## src/rtl/reaction_timer_ctrl.sv

```systemverilog
// rtl/reaction_timer_ctrl.sv - reaction-timer trial sequencer
module reaction_timer_ctrl #(
  parameter int W          = 12,
  parameter int RW         = 10,
  parameter int MIN_DELAY  = 500,
  parameter int TIMEOUT_MS = 999
) (
  input  logic          clk,
  input  logic          reset,
  input  logic          tick,
  input  logic          start,
  input  logic          react,
  input  logic [W-1:0]  rand_in,
  input  logic [W-1:0]  cnt_val,
  output logic          lfsr_en,
  output logic          cnt_load,
  output logic [W-1:0]  cnt_d,
  output logic          cnt_en,
  output logic          led_go,
  output logic          busy,
  output logic [RW-1:0] result,
  output logic          result_valid,
  output logic          early,
  output logic          timeout
);

  localparam logic [W-1:0]  MIN_D = W'(MIN_DELAY);
  localparam logic [RW-1:0] TMO   = RW'(TIMEOUT_MS);

  typedef enum logic [2:0] {S_IDLE, S_ARM, S_WAIT, S_GO, S_DONE, S_FOUL} state_t;

  state_t        state, state_nx;
  logic [RW-1:0] rt;

  always_ff @(posedge clk or negedge reset) begin
    if (!reset) state <= S_IDLE;
    else        state <= state_nx;
  end

  always_comb begin
    state_nx = state;
    lfsr_en  = 1'b0;
    cnt_load = 1'b0;
    cnt_d    = '0;
    cnt_en   = 1'b0;
    led_go   = 1'b0;
    busy     = 1'b0;
    case (state)
      S_IDLE, S_DONE, S_FOUL: begin
        lfsr_en = 1'b1;
        if (start) state_nx = S_ARM;
      end
      S_ARM: begin
        busy     = 1'b1;
        cnt_load = 1'b1;
        cnt_d    = (rand_in < MIN_D) ? MIN_D : rand_in;
        state_nx = S_WAIT;
      end
      S_WAIT: begin
        busy   = 1'b1;
        // Gate the decrement at zero so the external counter cannot wrap.
        cnt_en = tick & (cnt_val != '0);
        if (react)               state_nx = S_FOUL;
        else if (cnt_val == '0)  state_nx = S_GO;
      end
      S_GO: begin
        busy   = 1'b1;
        led_go = 1'b1;
        if (react || rt == TMO) state_nx = S_DONE;
      end
      default: state_nx = S_IDLE;
    endcase
  end

  always_ff @(posedge clk or negedge reset) begin
    if (!reset) begin
      rt           <= '0;
      result       <= '0;
      result_valid <= 1'b0;
      early        <= 1'b0;
      timeout      <= 1'b0;
    end else begin
      case (state)
        S_ARM: begin
          rt           <= '0;
          result_valid <= 1'b0;
          early        <= 1'b0;
          timeout      <= 1'b0;
        end
        S_WAIT: begin
          if (react) early <= 1'b1;
        end
        S_GO: begin
          // A tick coinciding with the press is not counted.
          if (react) begin
            result       <= rt;
            result_valid <= 1'b1;
          end else if (rt == TMO) begin
            result  <= TMO;
            timeout <= 1'b1;
          end else if (tick) begin
            rt <= rt + 1'b1;
          end
        end
        default: ;
      endcase
    end
  end

endmodule

```

## config.mk

```make
export PLATFORM = sky130hd
export DESIGN_NAME = reaction_timer_ctrl
export DESIGN_NICKNAME = d
export VERILOG_FILES = /design/src/rtl/reaction_timer_ctrl.sv
export SDC_FILE = /design/constraint.sdc
export NUM_CORES = 1
export LEC_CHECK = 0
export ABC_CLOCK_PERIOD_IN_PS = 2200
export CORE_ASPECT_RATIO = 1.5
export CORE_UTILIZATION = 42
export CTS_CLUSTER_DIAMETER = 30
export DETAILED_ROUTE_END_ITERATION = 10
export GPL_TIMING_DRIVEN = 0
export PLACE_DENSITY = 0.84
export REMOVE_ABC_BUFFERS = 1
export SYNTH_ARGS = -nofsm -noshare
export SYNTH_HDL_FRONTEND = slang
export SYNTH_SLANG_ARGS = --single-unit
```

## constraint.sdc

```tcl
create_clock -name clk -period 2.2 [get_ports clk]
set_input_delay 0.44 -clock clk [delete_from_list [all_inputs] [get_ports clk]]
set_output_delay 0.44 -clock clk [all_outputs]
set_load 0.02 [all_outputs]
```

# --- After elaboration in Yosys (flattened, before gate mapping) ---
# Cells that the tools add are included.
classes:
  n_addsub: 1
  multipliers: 0
  div: 0
  n_lt_le_gt_ge: 1
  eq_ne: 15
  n_shift: 0
  muxes: 24
  bitwise: 1
  reduce_logical: 15
ops:
  columns: ["operator", "count"]
  rows:
  - ["10-bit two-way mux", 5]
  - ["12-bit two-way mux", 2]
  - ["10-bit one-hot mux with 2 select lines", 1]
  - ["2-bit inequality test (second input constant)", 8]
  - ["12-bit zero test", 1]
  - ["12-bit by 9-bit less-than comparator with 1-bit output (second input constant)", 1]
  - ["3-bit two-way mux", 4]
  - ["3-bit one-hot mux with 4 select lines", 1]
  - ["12-bit nonzero test", 1]
  - ["10-bit by 1-bit adder with 10-bit output (second input constant)", 1]
  - ["10-bit equality test (second input constant)", 1]
  - ["1-bit two-way mux", 8]
  - ["3-bit by 2-bit equality test with 1-bit output (second input constant)", 2]
  - ["3-bit equality test (second input constant)", 2]
  - ["1-bit one-hot mux with 2 select lines", 3]
  - ["2-bit AND reduction", 3]
  - ["3-bit AND reduction", 2]
  - ["2-bit nonzero test", 3]
  - ["3-bit OR reduction", 2]
  - ["4-bit AND reduction", 1]
  - ["3-bit by 1-bit equality test with 1-bit output (second input constant)", 1]
  - ["3-bit zero test", 1]
  - ["3-bit inequality test (second input constant)", 1]
  - ["1-bit bitwise AND", 1]
  - ["1-bit logical OR", 1]
word_totals:
  regBits: 26
  latchBits: 0
  ramBits: 0
  romBits: 0
  in_bits: 29
  output_inout_bits: 30
  elab_cells: 63
  n_memories: 0

# --- Longest topological paths before layout ---
# Gate-level depths: netlist (run 1).
depth:
  depth_word: 5
  depth_mapped: 6
  ltp_nobuf: 5

# --- Worst setup path after synthesis (run 1) ---
# No wires, ideal clock.
synth_timing:
  path_type: "reg2out"
  startpoint: "register state[2]"
  endpoint: "output port cnt_d[0]"
  arrival_time_ns: 1.465
  required_ns: 1.760
  setup_slack_ns: 0.295
  path_stages_with_launch: 7
  path_buffers: 2
  cell_sequence: "dfrtp_1 clkbuf_1 nor2b_1 nand2b_1 clkbuf_1 inv_2 and3_1"
synth_between:
  elab_chain_cells: 2
synth_rtl:
  columns: ["item", "line_no", "source"]
  rows:
  - ["start: declaration", "32", "state_t state, state_nx;"]
  - ["start signal: assignment", "37", "else state <= state_nx;"]
  - ["3-bit by 1-bit equality test with 1-bit output", "48", "case (state)"]
  - ["12-bit two-way mux", "48", null]
  - ["end: declaration", "17", "output logic [W-1:0] cnt_d,"]
# No other way between the ends.

# --- Worst setup path after layout (run 1) ---
layout_timing:
  startpoint: "input port rand_in[9]"
  endpoint: "output port cnt_d[2]"
layout_between:
  elab_chain_cells: 3
layout_rtl:
  columns: ["item", "line_no", "source"]
  rows:
  - ["start: declaration", "13", "input logic [W-1:0] rand_in,"]
  - ["12-bit by 9-bit less-than comparator with 1-bit output", "56", "cnt_d = (rand_in < MIN_D) ? MIN_D : rand_in;"]
  - ["12-bit two-way mux", "56", null]
  - ["12-bit two-way mux", "48", null]
# No other way between the ends.

==> impl_metrics.ini, run 1 <==
[outcome]
status = complete, no violations

[floorplanning]
die_h_um = 72.6
initial_utilization = 0.441
dieArea_um2 = 3560
ioPinCount = 59
core_area_um2 = 3160
die_w_um = 49.0
rows = 25

[setup_path]
cp.required_ns = 1.76
cpMaxStageDelayCell = clkdlybuf4s50_1
rr_worst_depth = 5
path_class = in -> out
r2r_start = rt[0]
path_cells = clkdlybuf4s50_1 -> nor3_4 -> o21ai_2 -> buf_4 -> a21oi_1 -> buf_2
critPathArrivalTime_ns = 1.71
start_kind = input port
crit_family = buffers and inverters
rrSetupSlack_ns = 0.34
crit_fanout = 4
cp-end-kind = output port
slowest_delay_ns = 0.46
path_buf_inv = 3
rr_endpoint = result[7]

[power]
power_frac_comb = 0.519
totalPowerFinal_mw = 2.31
max-vdd-ir-drop_uv = 757
power_density_nw_per_um2 = 1120
clkPwrFrac = 0.134
p_leak_nw = 0.840
switchingPower_uw = 976
seqPwrFrac = 0.346
swShare = 0.422
intPower_mw = 1.34

[timing]
fmax_ghz = 0.466
max_slew.worst_pin.slew_ns = 1.15
skew_ns = 0.00218
slew_violations = 0
setup_ws_ns = 0.0547
setup_viol = 0
min_period_ns = 2.15
finalCritPeriodShare = 0.975
final-hold-violation-count = 0
slew_headroom = 0.232

[global_routing]
track_usage = 0.238
antenna_found_initial = 0
grt_max_degree = 27
grt_pass1_vias = 1434
grt-ovfl-total = 0
grt_first_pass_wirelength_mm = 6.56

[synth]
yosys_warnings = 0
synth_edf_count = 0
synth_area_um2 = 1390
synthDistinctLibCells = 45
ys_seq_elements = 26
syn_inst = 149
synthArstFlopShare = 1.00
ys.flop_type = dfrtp_1
yosysSeqAreaShare = 0.467
avgSynthCellArea_um2 = 9.35

[cells_and_area]
drive_gt1_frac = 0.173
final_cells = 248
final_common_cell = clkdlybuf4s50_1
final_cell_mix = 43 x clkdlybuf4s50_1, 23 x dfrtp_1, 17 x nor2_1
multi_input_area_um2 = 732
ff_latch_area_um2 = 654
n_antenna_cell = 0
finalInstanceArea_um2 = 2060
areaGrowthSynthToFinish_pct = 47.9
fin_nets = 239
fillers = 252

[detailed_routing]
drc = 0
first_pass_iters = 4
drt_first_iter_violations = 78
wire_per_inst_um = 16.1
wl_mm = 4.01
ant_nets = 0
num_vias = 1442
vias_per_cell = 5.81

[place]
port_buffers = 58
place_area_um2 = 2000
gp_congestion = 0.914
hpwlAfterDp_mm = 3.02
place_inst = 242
dp_slack_ns = -0.706

[min_path]
holdPathEnd = result[4]
hold_path_class = reg -> reg
whs_path_depth = 1
min_from = result[4]

[flow_run]
maxCapViolations = 0

[clock_tree]
htreeDepth = 1
cts_inserted_buffers = 3
ctsHoldBuffers = 0
cts_sinks = 26
clock_path_buffers = 2
root_buffer = clkbuf_8
insertion_delay_ns = 0.27
cts_tree = yes
clkSlewWorstSetupHoldPaths_ns = 0.09
registers in the layout (all words and copies together), names as in the netlist:
| signal | cells |
|---|---|
| state | 3 |
| timeout | 1 |
| rt | 10 |
| early | 1 |
| result | 10 |
| result_valid | 1 |
power groups by stage:
stage                     sequential (mW)  clock (mW)  combinational [mW]
after global placement              0.782           0                1.20
after floorplan                     0.879           0               0.548
after detailed placement            0.793           0                1.24
final                               0.800       0.310                1.20
after CTS                           0.798       0.313                1.21
after global routing                0.828       0.332                1.28
logic make-up after synthesis:
group | Yosys count | synth area share
compound gates | 46 | 0.236
mux | 1 | 0.00718
buf+inv | 14 | 0.0431
fa+ha+maj | 1 | 0.00898
simple gates | 61 | 0.238
flops | 26 | 0.467
cells in the mapped netlist (all sizes together) (2+ instances only):
cell type | count | area [µm²]
dfrtp | 26 | 651
and3 | 3 | 18.8
a32o | 2 | 20.0
o22a | 8 | 70.1
inv | 9 | 33.8
and2 | 4 | 25.0
nor4 | 3 | 18.8
o21ai | 9 | 45.0
a31oi | 5 | 31.3
a21oi | 6 | 33.8
nor3 | 5 | 30.0
nand2b | 2 | 12.5
nand2 | 11 | 41.3
nor2 | 17 | 63.8
nand3 | 4 | 25.0
nand3b | 3 | 22.5
o31ai | 3 | 22.5
clkbuf | 4 | 15.0
o211ai | 4 | 30.0
stage by stage:
stage | hold slack, ns | TNS (ns) | utilization
2_1_floorplan | 0.144 | 0 | -
3_3_place_gp | 0.474 | -5.08 | 0.632
3_5_place_dp | 0.480 | -6.61 | 0.632
4_1_cts | 0.500 | 0 | 0.659
5_1_grt | 0.523 | -0.0134 | 0.653
6_report | 0.497 | 0 | 0.653
per-layer routing:
| metal | GRT usage | wire length (µm) | up-vias |
|---|---|---|---|
| met1 | 0.260 | 1570 | 692 |
| met3 | 0.0356 | 196 | 13 |
| met2 | 0.457 | 2140 | 68 |
| met4 | 0.0915 | 101 | 0 |
| met5 | 0 | 0 | - |
| li1 | - | - | 669 |
timing repair:
action	in CTS	in global routing
resized for setup	31	27
buffers inserted	1	1
setup endpoints to repair	15	13
pin swaps	1	1
cell type report:
class | instances | area share
multi-input cells | 109 | 0.355
inverters | 9 | 0.0176
flip-flops and latches | 26 | 0.317
repair buffers | 60 | 0.259
well taps | 40 | 0.0243
clock buffers | 4 | 0.0267
how the worst max path moves through the flow:
| stage | startpoint | end | slack (ns) | cells past startpoint |
|---|---|---|---|---|
| 6_report | rand_in[9] | cnt_d[2] | 0.05 | 6 |
| 5_1_grt | rand_in[9] | cnt_d[2] | -0.01 | 6 |
| 4_1_cts | rand_in[9] | cnt_d[2] | 0.003 | 5 |
| 3_5_place_dp | rand_in[11] | cnt_d[2] | -0.71 | 5 |
| 3_3_place_gp | rand_in[11] | cnt_d[2] | -0.60 | 5 |
| 2_1_floorplan | rand_in[11] | cnt_d[2] | 0.34 | 3 |
Note: power is estimated with default switching activity, not from simulation.
==> inputs of run 2 (changes only) <==
--- a/config.mk
+++ b/config.mk
@@ -6,12 +6,12 @@
 export NUM_CORES = 1
 export LEC_CHECK = 0
 export ABC_CLOCK_PERIOD_IN_PS = 2200
-export CORE_ASPECT_RATIO = 1.5
+export CORE_ASPECT_RATIO = 0.9
 export CORE_UTILIZATION = 42
 export CTS_CLUSTER_DIAMETER = 30
 export DETAILED_ROUTE_END_ITERATION = 10
 export GPL_TIMING_DRIVEN = 0
-export PLACE_DENSITY = 0.84
+export PLACE_DENSITY = 0.9
 export REMOVE_ABC_BUFFERS = 1
 export SYNTH_ARGS = -nofsm -noshare
 export SYNTH_HDL_FRONTEND = slang
==> run 2 against run 1 <==
Against the previous run: combinational power hardly changed; critical path depth is 1 lower; core utilization is 0.74 points higher; largest power group unchanged; largest cell class unchanged; total power is 2.5% lower.
==> impl_metrics.ini, run 2 (same netlist as run 1, synthesis figures left out) <==
[place]
dp_slack_ns = -0.699
hpwlAfterDp_mm = 2.54
place_area_um2 = 2000
gp_congestion = 0.789
port_buffers = 58

[power]
max-vdd-ir-drop_uv = 689
p_leak_nw = 0.838
totalPowerFinal_mw = 2.25
power_density_nw_per_um2 = 1100

[setup_path]
critPathArrivalTime_ns = 1.71
path_class = in -> out
crit_fanout = 4
r2r_start = rt[0]
rrSetupSlack_ns = 0.38
start_kind = input port
rr_endpoint = result[8]
rr_worst_depth = 5
cp.required_ns = 1.76
cp-end-kind = output port

[clock_tree]
clock_path_buffers = 2
root_buffer = clkbuf_8
htreeDepth = 1
cts_inserted_buffers = 3
ctsHoldBuffers = 0
insertion_delay_ns = 0.27
cts_tree = yes
clkSlewWorstSetupHoldPaths_ns = 0.08
cts_sinks = 26

[outcome]
status = complete, no violations

[cells_and_area]
drive_gt1_frac = 0.145
finalInstanceArea_um2 = 2060
fin_nets = 239
final_common_cell = clkdlybuf4s50_1
ff_latch_area_um2 = 654
areaGrowthSynthToFinish_pct = 47.5
n_antenna_cell = 0
multi_input_area_um2 = 726
reg_top3 = result (10), rt (10), state (3)
fillers = 255
final_cell_mix = 44 x clkdlybuf4s50_1, 23 x dfrtp_1, 17 x nor2_1

[floorplanning]
dieArea_um2 = 3550
rows = 19
die_h_um = 56.7
ioPinCount = 59
die_w_um = 62.7
initial_utilization = 0.448
core_area_um2 = 3110

[timing]
setup_ws_ns = 0.0489
whs_ns = 0.495
finalCritPeriodShare = 0.978
setup_viol = 0
min_period_ns = 2.15
slew_violations = 0
final-hold-violation-count = 0
max_slew.worst_pin.slew_ns = 1.13
fmax_ghz = 0.465
setup_tns_ns = 0
slew_headroom = 0.243
skew_ns = 0.00911

[global_routing]
grt_pass1_vias = 1285
grt_first_pass_wirelength_mm = 5.87
grt-ovfl-total = 0
grt_max_degree = 27
track_usage = 0.210
antenna_found_initial = 0

[detailed_routing]
ant_nets = 0
num_vias = 1397
drt_first_iter_violations = 62
first_pass_iters = 7
vias_per_cell = 5.61
wl_mm = 3.54
wire_per_inst_um = 14.2
drc = 0

[min_path]
holdPathEnd = result[5]
min_from = result[5]
hold_path_class = reg -> reg
whs_path_depth = 1

[flow_run]
maxCapViolations = 0
==> run 2: stage by stage <==
step | instances | utilization
after floorplan | 144 | -
after global placement | 244 | 0.642
after detailed placement | 244 | 0.642
after CTS | 249 | 0.665
after global routing | 249 | 0.660
final | 249 | 0.660
==> run 2: area by class of cell <==
cell class,count,area share
Inverter,9,0.0177
Clock buffer,3,0.0201
Sequential cell,26,0.318
Timing Repair Buffer,60,0.265
Tap cell,42,0.0256
Multi-Input combinational cell,109,0.353
==> run 2: worst max-delay path, stage by stage <==
cell and delay [ns]:
clkdlybuf4s50_1 0.46, nor3_4 0.24, o21ai_2 0.10, a21oi_1 0.15, clkdlybuf4s15_1 0.31
==> run 2: how the worst max path moves through the flow <==
stage	start	end	slack [ns]	cells past startpoint
6_report	rand_in[9]	cnt_d[2]	0.05	5
5_1_grt	rand_in[9]	cnt_d[2]	-0.003	5
4_1_cts	state[2]	cnt_d[3]	0.007	5
3_5_place_dp	rand_in[11]	cnt_d[2]	-0.70	5
3_3_place_gp	rand_in[11]	cnt_d[2]	-0.68	5
2_1_floorplan	rand_in[11]	cnt_d[2]	0.34	3
==> run 2: layer usage <==
layer	up-vias	track usage	part of all wire
li1	674	-	-
met1	662	0.285	0.46
met2	57	0.342	0.47
met3	4	0.0508	0.069
met4	0	0.0399	0.0068
met5	-	0	0
==> run 2: power breakdown <==
| part | leakage, nW | switching (mW) | internal (mW) |
|---|---|---|---|
| Combinational | 0.484 | 0.631 | 0.559 |
| Sequential | 0.333 | 0.167 | 0.632 |
| Clock | 0.0216 | 0.142 | 0.123 |
| Total | 0.838 | 0.940 | 1.31 |
==> run 2: repair_timing <==
item,in CTS,in global routing
buffers inserted,2,0
setup endpoints to repair,15,13
pin swaps,2,0
gates resized for setup,25,23
==> inputs of run 3 (changes only) <==
--- a/config.mk
+++ b/config.mk
@@ -6,6 +6,7 @@
 export NUM_CORES = 1
 export LEC_CHECK = 0
 export ABC_CLOCK_PERIOD_IN_PS = 2200
+export CAP_MARGIN = 0
 export CORE_ASPECT_RATIO = 0.9
 export CORE_UTILIZATION = 42
 export CTS_CLUSTER_DIAMETER = 30
==> results of run 3 <==
Final layout, timing and power as in run 2 (identical DEF).
